File: src/rtl/weight_buffer_reader.sv
// weight_buffer_reader: walks a programmed address range of weight_buffer
// for one or more passes, issues read_req/read_addr, captures read_data
// on the following cycle and streams it to the PE array through a 2-entry
// skid FIFO.
//
// Handshake: a word moves on wt_data/wt_last in every cycle where
// wt_valid & wt_ready are both high. Once wt_valid is raised, it and the
// word under it hold until the handshake. wt_ready may change at any time.
module weight_buffer_reader #(
    parameter int RD_WIDTH      = 16,
    parameter int RD_ADDR_WIDTH = 7,
    parameter int PASS_WIDTH    = 4
) (
    input  logic                     clk,
    input  logic                     reset_n,
    input  logic                     start,
    input  logic [RD_ADDR_WIDTH-1:0] base_addr,
    input  logic [RD_ADDR_WIDTH:0]   num_words,
    input  logic [PASS_WIDTH-1:0]    num_passes,
    output logic                     busy,
    output logic                     done,
    output logic                     read_req,
    output logic [RD_ADDR_WIDTH-1:0] read_addr,
    input  logic [RD_WIDTH-1:0]      read_data,
    output logic                     wt_valid,
    output logic [RD_WIDTH-1:0]      wt_data,
    output logic                     wt_last,
    input  logic                     wt_ready,
    output logic [1:0]               dbg_state
);

    localparam int CW = RD_ADDR_WIDTH + 1;

    typedef enum logic [1:0] {
        IDLE  = 2'd0,
        READ  = 2'd1,
        DRAIN = 2'd2,
        DONE  = 2'd3
    } state_t;

    state_t                   state;
    logic [RD_ADDR_WIDTH-1:0] base_q;
    logic [CW-1:0]            len_q;
    logic [PASS_WIDTH-1:0]    passes_q;
    logic [CW-1:0]            word_cnt;
    logic [PASS_WIDTH-1:0]    pass_cnt;

    // A read issued last cycle whose data is on read_data this cycle.
    logic                     inflight;
    logic                     inflight_last;

    logic [RD_WIDTH-1:0]      fifo_data [2];
    logic                     fifo_last [2];
    logic                     wr_ptr;
    logic                     rd_ptr;
    logic [1:0]               occ;

    logic                     pop;
    logic [2:0]               level;
    logic                     last_word;
    logic                     last_pass;
    logic                     drain_done;

    // Stream side and issue decision. level counts words that will sit in
    // the FIFO once the in-flight read lands, net of this cycle's pop; a
    // new read is allowed only while that leaves room for it.
    assign wt_valid   = (occ != 2'd0);
    assign pop        = wt_valid & wt_ready;
    assign wt_data    = fifo_data[rd_ptr];
    assign wt_last    = fifo_last[rd_ptr] & wt_valid;
    assign level      = {1'b0, occ} + {2'b00, inflight} - {2'b00, pop};
    assign read_req   = (state == READ) && (level < 3'd2);
    assign last_word  = (word_cnt == len_q - CW'(1));
    assign last_pass  = (pass_cnt == passes_q - PASS_WIDTH'(1));
    assign drain_done = !inflight && ((occ == 2'd0) || ((occ == 2'd1) && pop));
    assign busy       = (state == READ) || (state == DRAIN);
    assign done       = (state == DONE);
    assign dbg_state  = state;

    // Job sequencer: latches the job on start, walks addresses and passes.
    always_ff @(posedge clk or negedge reset_n) begin
        if (!reset_n) begin
            state     <= IDLE;
            base_q    <= '0;
            len_q     <= '0;
            passes_q  <= '0;
            word_cnt  <= '0;
            pass_cnt  <= '0;
            read_addr <= '0;
        end else begin
            case (state)
                IDLE: begin
                    if (start) begin
                        base_q    <= base_addr;
                        len_q     <= num_words;
                        passes_q  <= num_passes;
                        read_addr <= base_addr;
                        word_cnt  <= '0;
                        pass_cnt  <= '0;
                        if ((num_words == '0) || (num_passes == '0)) begin
                            state <= DONE;
                        end else begin
                            state <= READ;
                        end
                    end
                end
                READ: begin
                    if (read_req) begin
                        if (last_word) begin
                            read_addr <= base_q;
                            word_cnt  <= '0;
                            pass_cnt  <= pass_cnt + PASS_WIDTH'(1);
                            if (last_pass) begin
                                state <= DRAIN;
                            end
                        end else begin
                            read_addr <= read_addr + RD_ADDR_WIDTH'(1);
                            word_cnt  <= word_cnt + CW'(1);
                        end
                    end
                end
                DRAIN: begin
                    if (drain_done) begin
                        state <= DONE;
                    end
                end
                DONE: begin
                    state <= IDLE;
                end
                default: begin
                    state <= IDLE;
                end
            endcase
        end
    end

    // Capture path: read_data lands in the skid FIFO the cycle after its read.
    always_ff @(posedge clk or negedge reset_n) begin
        if (!reset_n) begin
            inflight      <= 1'b0;
            inflight_last <= 1'b0;
            fifo_data[0]  <= '0;
            fifo_data[1]  <= '0;
            fifo_last[0]  <= 1'b0;
            fifo_last[1]  <= 1'b0;
            wr_ptr        <= 1'b0;
            rd_ptr        <= 1'b0;
            occ           <= 2'd0;
        end else begin
            inflight      <= read_req;
            inflight_last <= read_req & last_word;
            if (inflight) begin
                fifo_data[wr_ptr] <= read_data;
                fifo_last[wr_ptr] <= inflight_last;
                wr_ptr            <= ~wr_ptr;
            end
            if (pop) begin
                rd_ptr <= ~rd_ptr;
            end
            occ <= occ + {1'b0, inflight} - {1'b0, pop};
        end
    end

endmodule

File: config.mk
export PLATFORM = sky130hd
export DESIGN_NAME = weight_buffer_reader
export DESIGN_NICKNAME = d
export VERILOG_FILES = /design/src/rtl/weight_buffer_reader.sv
export SDC_FILE = /design/constraint.sdc
export NUM_CORES = 1
export LEC_CHECK = 0
export BUFFER_PORTS_ARGS = -buffer_cell sky130_fd_sc_hd__buf_2
export CAP_MARGIN = 20
export CELL_PAD_IN_SITES_DETAIL_PLACEMENT = 1
export CELL_PAD_IN_SITES_GLOBAL_PLACEMENT = 1
export CORE_MARGIN = 2
export CORE_UTILIZATION = 48
export DETAILED_ROUTE_END_ITERATION = 16
export GPL_TIMING_DRIVEN = 0
export PLACE_DENSITY_LB_ADDON = 0.1
export SETUP_SLACK_MARGIN = 0.5
export SYNTH_ARGS = -nofsm -noshare
export SYNTH_HDL_FRONTEND = slang
export SYNTH_SLANG_ARGS = --single-unit
File: constraint.sdc
create_clock -name clk -period 9.1 [get_ports clk]
set_input_delay 2.275 -clock clk [delete_from_list [all_inputs] [get_ports clk]]
set_output_delay 2.275 -clock clk [all_outputs]
set_load 0.03 [all_outputs]
== Yosys cells after proc, flatten, opt, wreduce, memory -nomap -nowiden ==
Index checks and enable logic that the tools add are counted.

* Bits in registers: 80
* Bits in latches: 0
* Bits in writable memories: 0
* Bits in read-only memories: 0
* Input bits: 39
* Output and inout port bits: 30
* Word-level logic and storage cells: 96
* Memories: 0

* $add $sub $neg: 9
* $mul: 0
* Divide/modulo/power cells: 0
* $lt $le $gt $ge: 4
* Equality and inequality tests: 11
* Shift operators: 0
* Muxes and demuxes: 31
* Bitwise gates (word level): 7
* Reduce and logical (&&, ||, !) cells: 18

{| class="wikitable"
|+ Operators with widths
! cell !! count
|-
| $mux 16 || 4
|-
| $bwmux 32 || 1
|-
| $mux 8 || 3
|-
| $mux 7 || 3
|-
| $demux 16 s1 || 1
|-
| $pmux 8 s2 || 1
|-
| $pmux 7 s2 || 1
|-
| $mux 2 || 6
|-
| $mux 4 || 3
|-
| $ne 2x2->1 const B || 5
|-
| $add 8x1->8 const B || 1
|-
| $eq 8x8->1 || 1
|-
| $logic_not 8->1 || 1
|-
| $pmux 2 s4 || 1
|-
| $pmux 4 s2 || 1
|-
| $sub 8x1->8 const B || 1
|-
| $add 7x1->7 const B || 1
|-
| $reduce_and 5->1 || 1
|-
| $add 4x1->4 const B || 1
|-
| $eq 2x1->1 const B || 2
|-
| $eq 2x2->1 const B || 2
|-
| $eq 4x4->1 || 1
|-
| $ge 2x2->1 const B || 2
|-
| $logic_and 1x1->1 || 4
|-
| 21 further kinds || 32
|}

== Logic depth before layout (Yosys ltp) ==
* Word-level depth: 7
* Mapped depth: 15
* Depth with buffers taken out: 14

== Worst setup path after synthesis ==
Ideal clock, no wire load.

* Kind: input to output
* Start: in wt_ready
* End: out read_req
* Arrival: 3,935 ps
* Data required time: 6,825 ps
* Slack: 2,890 ps
* Cell stages on the path: 8
* Path buffers: 0
* Cells stage by stage: and2_1 > ha_1 > inv_1 > ha_1 > fa_1 > xor2_1 > nand2b_1 > nor2_1

* Word-level cells in the longest chain between the ends: 4

{| class="wikitable"
|+ RTL lines
! what !! RTL line !! text
|-
| from (decl) || 28 || <nowiki>input logic wt_ready,</nowiki>
|-
| $and 1x1->1 || 68 || <nowiki>assign pop = wt_valid & wt_ready;</nowiki>
|-
| $sub 3x1->3 || 71 || <nowiki>assign level = {1'b0, occ} + {2'b00, inflight} - {2'b00, pop};</nowiki>
|-
| $lt 3x2->1 || 72 || <nowiki>assign read_req = (state == READ) && (level < 3'd2);</nowiki>
|-
| $logic_and 1x1->1 || 72 ||
|-
| to (decl) || 22 || <nowiki>output logic read_req,</nowiki>
|}

Every way passes these cells.

== Worst setup path in the final report ==
* Start: in wt_ready
* End: out read_req

* Word-level cells in the longest chain between the ends: 4

{| class="wikitable"
|+ RTL lines
! what !! RTL line !! text
|-
| $and 1x1->1 || 68 ||
|-
| net pop || 58 || <nowiki>logic pop;</nowiki>
|-
| $sub 3x1->3 || 71 ||
|-
| $lt 3x2->1 || 72 ||
|-
| $logic_and 1x1->1 || 72 ||
|}

The timed path passes the listed nets, and every way through them passes these cells.

==> summary.md <==
The flow ran to the end, and the final reports show no timing, DRC or antenna violations. The peak supply drop came out at 146.2 uV. The worst register-to-register path begins at occ[1]$_DFF_PN0_. Pin count of the biggest net entering global routing: 67.

Destination of the worst register-to-register timing path: pass_cnt[1]$_DFFE_PN0P_. The path with the worst hold slack has its endpoint at fifo_data[10]$_DFFE_PN0P_. At the end of routability-driven placement, the weighted congestion stood at 0.7309.

For the finished layout, the period the worst path requires is 6.459 ns. The clock buffer count from CTS is 9. The number of cells on the worst reg-to-reg path is 15. The logs give 4.18 ns for the data arrival at the endpoint of the critical path and 0 for the number of cells upsized or downsized after cts.

Synthesis instantiated 46 different standard cells from the library. The mean routed wirelength per cell came out at 18.49 um. The run gives 0 as the total setup violations reported at the end of the flow. In the synthesized netlist, the cells that appear most often are 80 x sky130_fd_sc_hd__dfrtp_1, 69 x sky130_fd_sc_hd__mux2_2, 25 x sky130_fd_sc_hd__nand2_1, 17 x sky130_fd_sc_hd__nor2_1, 15 x sky130_fd_sc_hd__o21ai_0.

Clock-pin slew was measured on the worst setup and hold paths at 0.08 ns. The floorplan step set the die height to 96.59 um. The met2 track utilization from global routing is 0.4039, and the row count is 33. The global routing stage identified its most utilized layer as met2. The number of cells traversed by the worst hold path came out at 1.

The share of async-settable or async-resettable flops after synthesis was 1.000. The share of the cycle needed by the critical path after routing was 0.7098; the clock tree buffer depth was 2. sky130_fd_sc_hd__dfrtp_1 is the most common cell in the netlist.

The logs give 0 for the number of warnings printed during yosys synthesis and 0 for the number of antenna violations at the first check in global routing. The area share of the largest cell type after synthesis is 0.4865, and the full die area is 0.009330 sq mm. The type of the most critical hold path was flop to flop.

Ranked by total cell area, the synthesized netlist is headed by sky130_fd_sc_hd__dfrtp_1 49%, sky130_fd_sc_hd__mux2_2 19%, sky130_fd_sc_hd__ha_1 3.3%, sky130_fd_sc_hd__xor2_1 2.6%, sky130_fd_sc_hd__nand2_1 2.3%. The global-route wire length before repair was 15,660 um. The logs give 0 for the number of buffers inserted to repair setup after CTS and 0 for the number of hold buffers added after CTS. Setup repair after global routing left no endpoint under its margin. The number of enable flip-flop cells after synthesis came out at 0.

The number of buffer cells added on primary ports is 68. The leakage power figure is 2.258 nW, and the mean instance size in the synthesized netlist is 11.72 sq um. Dividing total power by cell area gives a power density of 326.2 mW/mm^2. In this run the number of H-tree levels came out at 3. The worst hold path begins at fifo_data[10]$_DFFE_PN0P_. The initial core utilization is 0.4983. The global-route track usage on met3 is 0.03646, and the data required time of the critical path is 6.83 ns. For the remaining global-route overflow, the log shows 0. The layout-stage area growth over the synthesis result is 18.12%, and the post-detailed-routing wire length is 10,000 um.

Start point of the critical path: wt_ready. Relative max-transition margin: 0.5257. Among all flip-flop cells after synthesis, the most frequent one is sky130_fd_sc_hd__dfrtp_1. The proportion of synthesized chip area in sequential cells came out at 0.4865.

For this run, design rule violations remaining after detail routing come to 0. The tools report the post-synthesis net count as 402. The total non-filler cell area in the finished layout was 0.004861 sq mm. For the post-detailed-placement cell area, the log shows 0.004617 sq mm.

The maximum clock skew at final layout is 0.006163 ns, and the average vias per placed instance is 5.518. The vias after detailed routing was 2,985; the post-route antenna net violation count was 0. Number of ports placed on the die boundary: 69. Setup slack on the worst reg-to-reg path comes out at 5.43 ns. The clock latency at the later pin of the worst-skew pair is 0.35 ns, and the width of the die is 96.59 um. CTS saw 80 sinks. The number of pins exceeding their max-slew limit in the final report is 0, and the area of the mapped netlist is 0.004115 sq mm. The worst setup path is captured at an output port. The run gives 0 as the final hold violation count.

The run gives 351 as the gate count after technology mapping. 0 antenna diodes ended up in the layout. The number of nets at the end of the flow is 482. After filler insertion, the fill cell instance count of the layout stands at 890.

The tools report the global-route total usage across every layer as 0.2255. Most area-hungry cell type in the Yosys netlist: sky130_fd_sc_hd__dfrtp_1. For the pin with the worst max-slew slack, the measured transition is 0.7115 ns. The global routing met1 resource utilization came out at 0.2693. The startpoint type of the worst setup path was an input pin.

The run gives 3,156 as the number of global-route vias before repair. The highest clock rate is 0.1548 GHz. The floorplan step defined a core boundary enclosing 0.008258 sq mm. The worst setup path is of the input pin to output port kind. TritonCTS built the clock tree. The first detailed-routing pass took 4 iterations. The wire-length estimate of the detail-placed layout is 7167 um. For the final routed database, the setup TNS stands at 0 ns. Maximum fanout count along the critical path: 3. After synthesis the netlist holds a flip-flop and latch count of 80. Across the run, the number of max-cap violations was 0. Master cell of the clock root buffer: sky130_fd_sc_hd__clkbuf_8. Share of final-layout standard cells stronger than drive strength 1: 0.3716.

The number of violations reported at the end of detailed-routing iteration 0 was 70.
-- critical path: stages --
cell	delay (ns)
sky130_fd_sc_hd__buf_2	0.11
sky130_fd_sc_hd__and2_1	0.16
sky130_fd_sc_hd__ha_1	0.29
sky130_fd_sc_hd__inv_1	0.05
sky130_fd_sc_hd__ha_1	0.18
sky130_fd_sc_hd__fa_1	0.40
sky130_fd_sc_hd__xor2_1	0.18
sky130_fd_sc_hd__nand2b_1	0.14
sky130_fd_sc_hd__nor2_1	0.16
sky130_fd_sc_hd__buf_2	0.23
-- final cells by class --
cell class / instances / area, sq um / share of cell area
flip-flops and latches: 80 / 2002 / 0.4118
multi-input cells: 242 / 1982 / 0.4077
repair buffers: 69 / 370.4 / 0.07619
well taps: 105 / 131.4 / 0.02703
clock buffers: 10 / 127.6 / 0.02625
clock inverters: 6 / 116.4 / 0.02394
plain buffers: 15 / 78.83 / 0.01622
inverters: 14 / 52.55 / 0.01081
-- logic make-up after synthesis --
family,share of synthesized area
fa+ha+maj,0.03831
flops,0.4865
compound gates,0.09851
simple gates,0.1058
buf+inv,0.03192
xor+xnor,0.04044
mux,0.1985
-- registers in the layout, indices dropped and copies added (netlist names) --
| signal | cells |
|---|---|
| rd_ptr | 1 |
| base_q | 7 |
| fifo_data | 32 |
| len_q | 8 |
| word_cnt | 8 |
| inflight | 1 |
| read_addr | 7 |
| fifo_last | 2 |
| inflight_last | 1 |
| dbg_state | 2 |
| passes_q | 4 |
| pass_cnt | 4 |
| occ | 2 |
| wr_ptr | 1 |
-- stage by stage --
stage / power, mW / hold slack (ns) / util / setup WS [ns] / instances
final: 1.586 / 0.5090 / 0.5886 / 2.641 / 541
after global routing: 1.685 / 0.5229 / 0.5886 / 2.579 / 541
after CTS: 1.604 / 0.5117 / 0.5886 / 2.622 / 541
after detailed placement: 1.267 / 0.4857 / 0.5591 / 2.680 / 525
after global placement: 1.230 / 0.4735 / 0.5555 / 2.730 / 524
after floorplan: 1.062 / 0.4610 / - / 2.890 / 351
-- how the worst max path moves through the flow --
stage | slack (ns) | end | depth (start not counted)
2_1_floorplan | 2.89 | read_req | 8
3_3_place_gp | 2.73 | read_req | 9
3_5_place_dp | 2.68 | read_req | 9
4_1_cts | 2.62 | read_req | 10
5_1_grt | 2.58 | read_req | 10
6_report | 2.64 | read_req | 10
-- layout by cell type (no fill, tap or decap), types with 3 or more instances in the layout --
cell	n
sky130_fd_sc_hd__a21oi_1	11
sky130_fd_sc_hd__inv_1	14
sky130_fd_sc_hd__xnor2_1	7
sky130_fd_sc_hd__bufinv_16	3
sky130_fd_sc_hd__a21o_1	4
sky130_fd_sc_hd__mux2_2	69
sky130_fd_sc_hd__nor2_1	17
sky130_fd_sc_hd__nand3_1	6
sky130_fd_sc_hd__nand2b_1	4
sky130_fd_sc_hd__dfrtp_1	80
sky130_fd_sc_hd__and3_1	3
sky130_fd_sc_hd__o21ai_0	15
sky130_fd_sc_hd__a211o_1	4
sky130_fd_sc_hd__nor4_1	6
sky130_fd_sc_hd__ha_1	11
sky130_fd_sc_hd__nor2b_1	3
sky130_fd_sc_hd__o2bb2ai_1	3
sky130_fd_sc_hd__clkbuf_8	9
sky130_fd_sc_hd__xor2_1	12
sky130_fd_sc_hd__nand2_1	25
sky130_fd_sc_hd__buf_2	67
sky130_fd_sc_hd__buf_6	3
sky130_fd_sc_hd__mux2i_1	4
sky130_fd_sc_hd__nor3_1	6
sky130_fd_sc_hd__clkbuf_1	12
sky130_fd_sc_hd__a2bb2oi_1	4
-- routing by layer --
metal / up-vias / part of all wire
met3: 16 / 0.030
met1: 1502 / 0.44
met4: 0 / 0.020
met2: 56 / 0.51
li1: 1411 / -
met5: - / 0
-- report_power, final --
group          internal [mW]  switching, mW
clock                  0.184          0.137
sequential             0.467         0.0791
combinational          0.280          0.438
No activity file was read; power rests on OpenSTA's default activity.
